**config.mk**
```make
export PLATFORM = sky130hd
export DESIGN_NAME = softmax_row_scheduler
export DESIGN_NICKNAME = d
export VERILOG_FILES = /design/src/rtl/softmax_pkg.sv /design/src/rtl/softmax_row_scheduler.sv
export SDC_FILE = /design/constraint.sdc
export NUM_CORES = 1
export LEC_CHECK = 0
export ABC_AREA = 1
export CAP_MARGIN = 20
export CORE_MARGIN = 4
export CORE_UTILIZATION = 40
export CTS_CLUSTER_SIZE = 10
export DETAILED_ROUTE_END_ITERATION = 10
export GPL_TIMING_DRIVEN = 1
export PLACE_DENSITY = 0.57
export SLEW_MARGIN = 20
export SYNTH_ARGS = -nofsm -noshare
export SYNTH_HDL_FRONTEND = slang
export SYNTH_SLANG_ARGS = --single-unit
```
**constraint.sdc**
```tcl
create_clock -name clk_p -period 5.6 [get_ports clk_p]
set_clock_uncertainty 0.1 [all_clocks]
set_input_delay 1.4 -clock clk_p [delete_from_list [all_inputs] [get_ports clk_p]]
set_output_delay 1.4 -clock clk_p [all_outputs]
set_load 0.02 [all_outputs]
```
**src/rtl/softmax_pkg.sv**
```systemverilog
// Shared definitions for the softmax row scheduler and row engine:
// pass codes, scheduler state encoding and width-derivation helpers.
package softmax_pkg;

   localparam logic [1:0] PH_MAX  = 2'd0;
   localparam logic [1:0] PH_SUM  = 2'd1;
   localparam logic [1:0] PH_NORM = 2'd2;

   typedef enum logic [1:0] {
      ST_IDLE  = 2'd0,
      ST_ISSUE = 2'd1,
      ST_WAIT  = 2'd2,
      ST_DONE  = 2'd3
   } sched_state_t;

   function automatic int unsigned clog2_f(input int unsigned v);
      int unsigned r;
      r = 0;
      for (int unsigned i = 0; i < 32; i++) begin
         if ((64'd1 << i) < 64'(v)) r = i + 32'd1;
      end
      return r;
   endfunction

   // A counter for a single value still needs one bit of storage.
   function automatic int unsigned width_f(input int unsigned v);
      return (clog2_f(v) == 0) ? 32'd1 : clog2_f(v);
   endfunction

   function automatic int unsigned addr_w_f(input int unsigned m, input int unsigned s1,
                                            input int unsigned s2);
      return width_f(m * s1 * s2);
   endfunction

   function automatic int unsigned row_w_f(input int unsigned m, input int unsigned s1);
      return width_f(m * s1);
   endfunction

endpackage

```
**src/rtl/softmax_row_scheduler.sv**
```systemverilog
// Walks every row of every matrix through the shared softmax engine,
// issuing MAX, SUM and NORM passes with per-beat element addresses.
module softmax_row_scheduler
   import softmax_pkg::*;
#(
   parameter int unsigned MATRIX_NUM    = 12,
   parameter int unsigned INPUT_SHAPE_1 = 128,
   parameter int unsigned INPUT_SHAPE_2 = 128,
   parameter int unsigned LANES         = 16,
   parameter int unsigned ADDR_W        = addr_w_f(MATRIX_NUM, INPUT_SHAPE_1, INPUT_SHAPE_2),
   parameter int unsigned ROW_W         = row_w_f(MATRIX_NUM, INPUT_SHAPE_1)
) (
   input  logic              clk_p,
   input  logic              rst_p,
   input  logic              start,
   input  logic              abort,
   output logic              busy,
   output logic              done,
   output logic              eng_vld,
   input  logic              eng_rdy,
   output logic [1:0]        eng_phase,
   output logic              eng_first,
   output logic              eng_last,
   output logic [ADDR_W-1:0] eng_addr,
   output logic [ROW_W-1:0]  eng_row,
   input  logic              eng_pass_done
);

   localparam int unsigned BEATS  = INPUT_SHAPE_2 / LANES;
   localparam int unsigned BEAT_W = width_f(BEATS);
   localparam int unsigned MAT_W  = width_f(MATRIX_NUM);
   localparam int unsigned RIN_W  = width_f(INPUT_SHAPE_1);

   localparam logic [BEAT_W-1:0] BEAT_LAST = BEAT_W'(BEATS - 1);
   localparam logic [MAT_W-1:0]  MAT_LAST  = MAT_W'(MATRIX_NUM - 1);
   localparam logic [RIN_W-1:0]  RIN_LAST  = RIN_W'(INPUT_SHAPE_1 - 1);
   localparam logic [ADDR_W-1:0] BEAT_STEP = ADDR_W'(LANES);
   localparam logic [ADDR_W-1:0] ROW_STEP  = ADDR_W'(INPUT_SHAPE_2);

   sched_state_t      state_q, state_d;
   logic [1:0]        phase_q, phase_d;
   logic [BEAT_W-1:0] beat_q,  beat_d;
   logic [MAT_W-1:0]  mat_q,   mat_d;
   logic [RIN_W-1:0]  rin_q,   rin_d;
   logic [ROW_W-1:0]  row_q,   row_d;
   logic [ADDR_W-1:0] base_q,  base_d;
   logic [ADDR_W-1:0] addr_q,  addr_d;

   logic last_beat;
   logic last_row;

   assign last_beat = (beat_q == BEAT_LAST);
   assign last_row  = (mat_q == MAT_LAST) && (rin_q == RIN_LAST);

   always_ff @(posedge clk_p) begin
      if (rst_p) begin
         state_q <= ST_IDLE;
         phase_q <= PH_MAX;
         beat_q  <= '0;
         mat_q   <= '0;
         rin_q   <= '0;
         row_q   <= '0;
         base_q  <= '0;
         addr_q  <= '0;
      end else begin
         state_q <= state_d;
         phase_q <= phase_d;
         beat_q  <= beat_d;
         mat_q   <= mat_d;
         rin_q   <= rin_d;
         row_q   <= row_d;
         base_q  <= base_d;
         addr_q  <= addr_d;
      end
   end

   always_comb begin
      state_d = state_q;
      phase_d = phase_q;
      beat_d  = beat_q;
      mat_d   = mat_q;
      rin_d   = rin_q;
      row_d   = row_q;
      base_d  = base_q;
      addr_d  = addr_q;

      unique case (state_q)
         ST_IDLE: begin
            if (start) begin
               state_d = ST_ISSUE;
               phase_d = PH_MAX;
               beat_d  = '0;
               mat_d   = '0;
               rin_d   = '0;
               row_d   = '0;
               base_d  = '0;
               addr_d  = '0;
            end
         end

         ST_ISSUE: begin
            if (eng_rdy) begin
               if (last_beat) begin
                  // Rewind to the row base so the next pass rereads the same row.
                  state_d = ST_WAIT;
                  beat_d  = '0;
                  addr_d  = base_q;
               end else begin
                  beat_d = beat_q + BEAT_W'(1);
                  addr_d = addr_q + BEAT_STEP;
               end
            end
         end

         ST_WAIT: begin
            if (eng_pass_done) begin
               unique case (phase_q)
                  PH_MAX: begin
                     phase_d = PH_SUM;
                     state_d = ST_ISSUE;
                  end
                  PH_SUM: begin
                     phase_d = PH_NORM;
                     state_d = ST_ISSUE;
                  end
                  default: begin
                     if (last_row) begin
                        // Clear the walk so the completion cycle shows an idle bus.
                        state_d = ST_DONE;
                        phase_d = PH_MAX;
                        mat_d   = '0;
                        rin_d   = '0;
                        row_d   = '0;
                        base_d  = '0;
                        addr_d  = '0;
                     end else begin
                        state_d = ST_ISSUE;
                        phase_d = PH_MAX;
                        row_d   = row_q + ROW_W'(1);
                        base_d  = base_q + ROW_STEP;
                        addr_d  = base_q + ROW_STEP;
                        if (rin_q == RIN_LAST) begin
                           rin_d = '0;
                           mat_d = mat_q + MAT_W'(1);
                        end else begin
                           rin_d = rin_q + RIN_W'(1);
                        end
                     end
                  end
               endcase
            end
         end

         default: begin
            state_d = ST_IDLE;
         end
      endcase

      if (abort && (state_q != ST_IDLE)) begin
         state_d = ST_IDLE;
         phase_d = PH_MAX;
         beat_d  = '0;
         mat_d   = '0;
         rin_d   = '0;
         row_d   = '0;
         base_d  = '0;
         addr_d  = '0;
      end
   end

   assign busy      = (state_q == ST_ISSUE) || (state_q == ST_WAIT);
   assign done      = (state_q == ST_DONE);
   assign eng_vld   = (state_q == ST_ISSUE);
   assign eng_phase = phase_q;
   assign eng_first = eng_vld && (beat_q == '0);
   assign eng_last  = eng_vld && last_beat;
   assign eng_addr  = addr_q;
   assign eng_row   = row_q;

endmodule

```
==> results.md <==
* Status: completed
* Number of global-route vias before repair at 2939
* Drt first-iter violations at 122
* CTS Buffer Depth at 2
* Placed Area at 3890 um^2
* Critical-path top delay cell: clkdlybuf4s50_1
* Core Footprint at 8260 um^2
* Final WS setup at 1.91 ns
* First-pass GRT wire length at 14000 um
* Tcrit/Tclk final at 65.9%
* Pins Over Slew Limit at 0
* DP Cell Count at 624
* Clock-pin slew on the worst setup and hold paths at 0.08 ns
* Relative slew slack at 39.3%
* DRT antenna net count at 0
* Post-route cell area at 4070 um^2
* Synth async-reset ratio at 0%
* Hpwl dp at 5980 um
* Cell Chain, Critical Path: ha_1 > nand2_1 > inv_1 > clkdlybuf4s50_1
* Avg Vias per Cell at 4.97
* Syn nets at 508
* Worst Hold Class: reg2reg
* Most common cell after layout, fill and taps aside: nand2_1
* Post-CTS Hold Buffers at 0
* Dominant synthesized flop cell: dfxtp_1
* Seq/Total Area, Yosys at 38.1%
* Leakage at 0.00146 uW
* Worst Path Max Fanout at 11
* Buffers on Ports at 41
* Mapped Cells at 490
* GPL Wtd Cong at 0.852
* Area Growth Syn to Fin at 19.2%
* RSZ-0062 raised after global routing: no
* Fin util at 49.3%
* CTS Buf Count at 9
* H-tree levels at 3
* Initial Util at 41.3%
* Clock root buffer: clkbuf_8
* Routed wire length at 8220 um
* EDFF count, synth at 0
* TritonRoute pass-1 iters at 4
* MaxCap Viol Count at 0
* Final Hold Viols at 0
* Top cells by area, synth: dfxtp_1 38%, nand2_1 13%, a21oi_1 7.8%
* Post-synthesis cell area at 3410 um^2
* Max incr delay on CP at 0.67 ns
* # setup viols final at 0
* Total congestion overflow at 0
* Total die area at 10100 um^2
* Routed vias at 3182
* Startpoint types: register
* WS Path Type: reg2out
* Layout net count at 548
* Row cnt at 33
* Fin crit period at 3.69 ns
* Syn Area/Cell at 6.97 um^2
* Largest net degree at the start of global routing at 35
* CP Capture Type: output port
* Max Clk Rate at 0.271 GHz
* PD cells at 390 nW/um^2
* Diodes inserted at 0
* Drt wl/cell at 12.8 um
* Yosys reg bits at 65
* Post_cts resized at 0
* CP required at 4.10 ns
* Post-route DRC violation count at 0
* Critical Path AT at 2.19 ns
* Synth warn at 0
* Pre-CTS worst setup slack at 1.98 ns
* Fillers at 854
* Share of the synthesized area in the top cell type at 38.1%
* CTS sink count at 65
* Final cell count without fillers at 640
* Post-synth cell types at 37
* Clock Latency Late Sink at 0.34 ns
* Slew @ Worst Pin at 0.911 ns
* Die width at 100 um
* Setup Buffers After CTS at 0
* Initial antenna violation count at 0
* CTS tree: built
* Gr usage total at 17.3%
* Die Height at 100 um
* I/O pins at 42
* Synth area leader: dfxtp_1
* Max IR drop VDD at 0.221 mV
* Setup TNS at 0 ns
* Commonest cells after routing, fill and taps aside: 115 x nand2_1, 65 x dfxtp_1, 53 x a21oi_1
* Share of cells above drive strength 1 at 7.29%
[routing by layer]
layer,vias up,track usage (%),part of all wire [%]
met1,1424,22.9,49
met4,0,7.15,1.6
met3,11,3.61,4.4
li1,1698,-,-
met2,49,27.4,45
met5,-,0,0
[kinds of logic (layout without fill, tap and decap cells)]
logic type / Yosys count / count (layout) / share of synthesized area, %
XOR/XNOR: 9 / 9 / 2.31
buffers and inverters: 68 / 113 / 8.39
AND/OR/NAND/NOR: 237 / 237 / 30.9
AO/OA/AOI/OAI: 99 / 99 / 15.9
adder cells (fa/ha/maj): 12 / 12 / 4.40
flip-flops: 65 / 65 / 38.1
[where the power goes]
group / switching (uW) / total [uW] / leakage [uW] / internal (uW)
Clock: 202 / 366 / 0.0000862 / 164
Combinational: 449 / 637 / 0.000851 / 188
Sequential: 64.8 / 584 / 0.000526 / 519
Total: 716 / 1590 / 0.00146 / 871
[per-stage QoR]
step,total power [uW],hold slack [ns]
2_1_floorplan,1090,0.308
3_3_place_gp,1220,0.317
3_5_place_dp,1230,0.319
6_report,1590,0.327
5_1_grt,1710,0.347
4_1_cts,1610,0.332
[area by class of cell]
| type | instances | area, um^2 | share of cell area [%] |
|---|---|---|---|
| multi-input cells | 357 | 1830 | 44.9 |
| flip-flops and latches | 65 | 1300 | 32.0 |
| repair buffers | 43 | 425 | 10.4 |
| inverters | 54 | 208 | 5.10 |
| well taps | 105 | 131 | 3.23 |
| clock buffers | 9 | 124 | 3.04 |
| clock inverters | 7 | 55.1 | 1.35 |
[flip-flops by register name (all words and copies together), names as in the netlist]
| register | flops |
|---|---|
| state_q | 2 |
| mat_q | 4 |
| eng_addr | 18 |
| rin_q | 7 |
| beat_q | 3 |
| eng_phase | 2 |
| eng_row | 11 |
| base_q | 18 |
[final timing paths]
kind / start / end / slack (ns) / cells after the start
worst max-delay path: state_q[0] / eng_last / 1.91 / 4
worst min-delay path: base_q[4] / base_q[4] / 0.33 / 2
worst max register to register: state_q[0] / beat_q[1] / 3.12 / 7
worst min register to register: base_q[4] / base_q[4] / 0.33 / 2
[cells in the mapped netlist, types with 6 or more instances]
cell and count:
a21oi_1 53, buf_2 6, dfxtp_1 65, ha_1 12
inv_1 48, nand2_1 115, nand3_1 47, nand4_1 7
nor2_1 44, nor3_1 6, o21ai_0 27, o21bai_1 6
xor2_1 6
[worst max-delay path, delay by kind of cell (launching register included)]
family                     cells  cell delay (ns)
buffers and inverters          2             0.96
DFF                            1             0.41
adders and majority gates      1             0.31
and+or+nand+nor                1             0.18
Note: power is estimated with default switching activity, not from simulation.
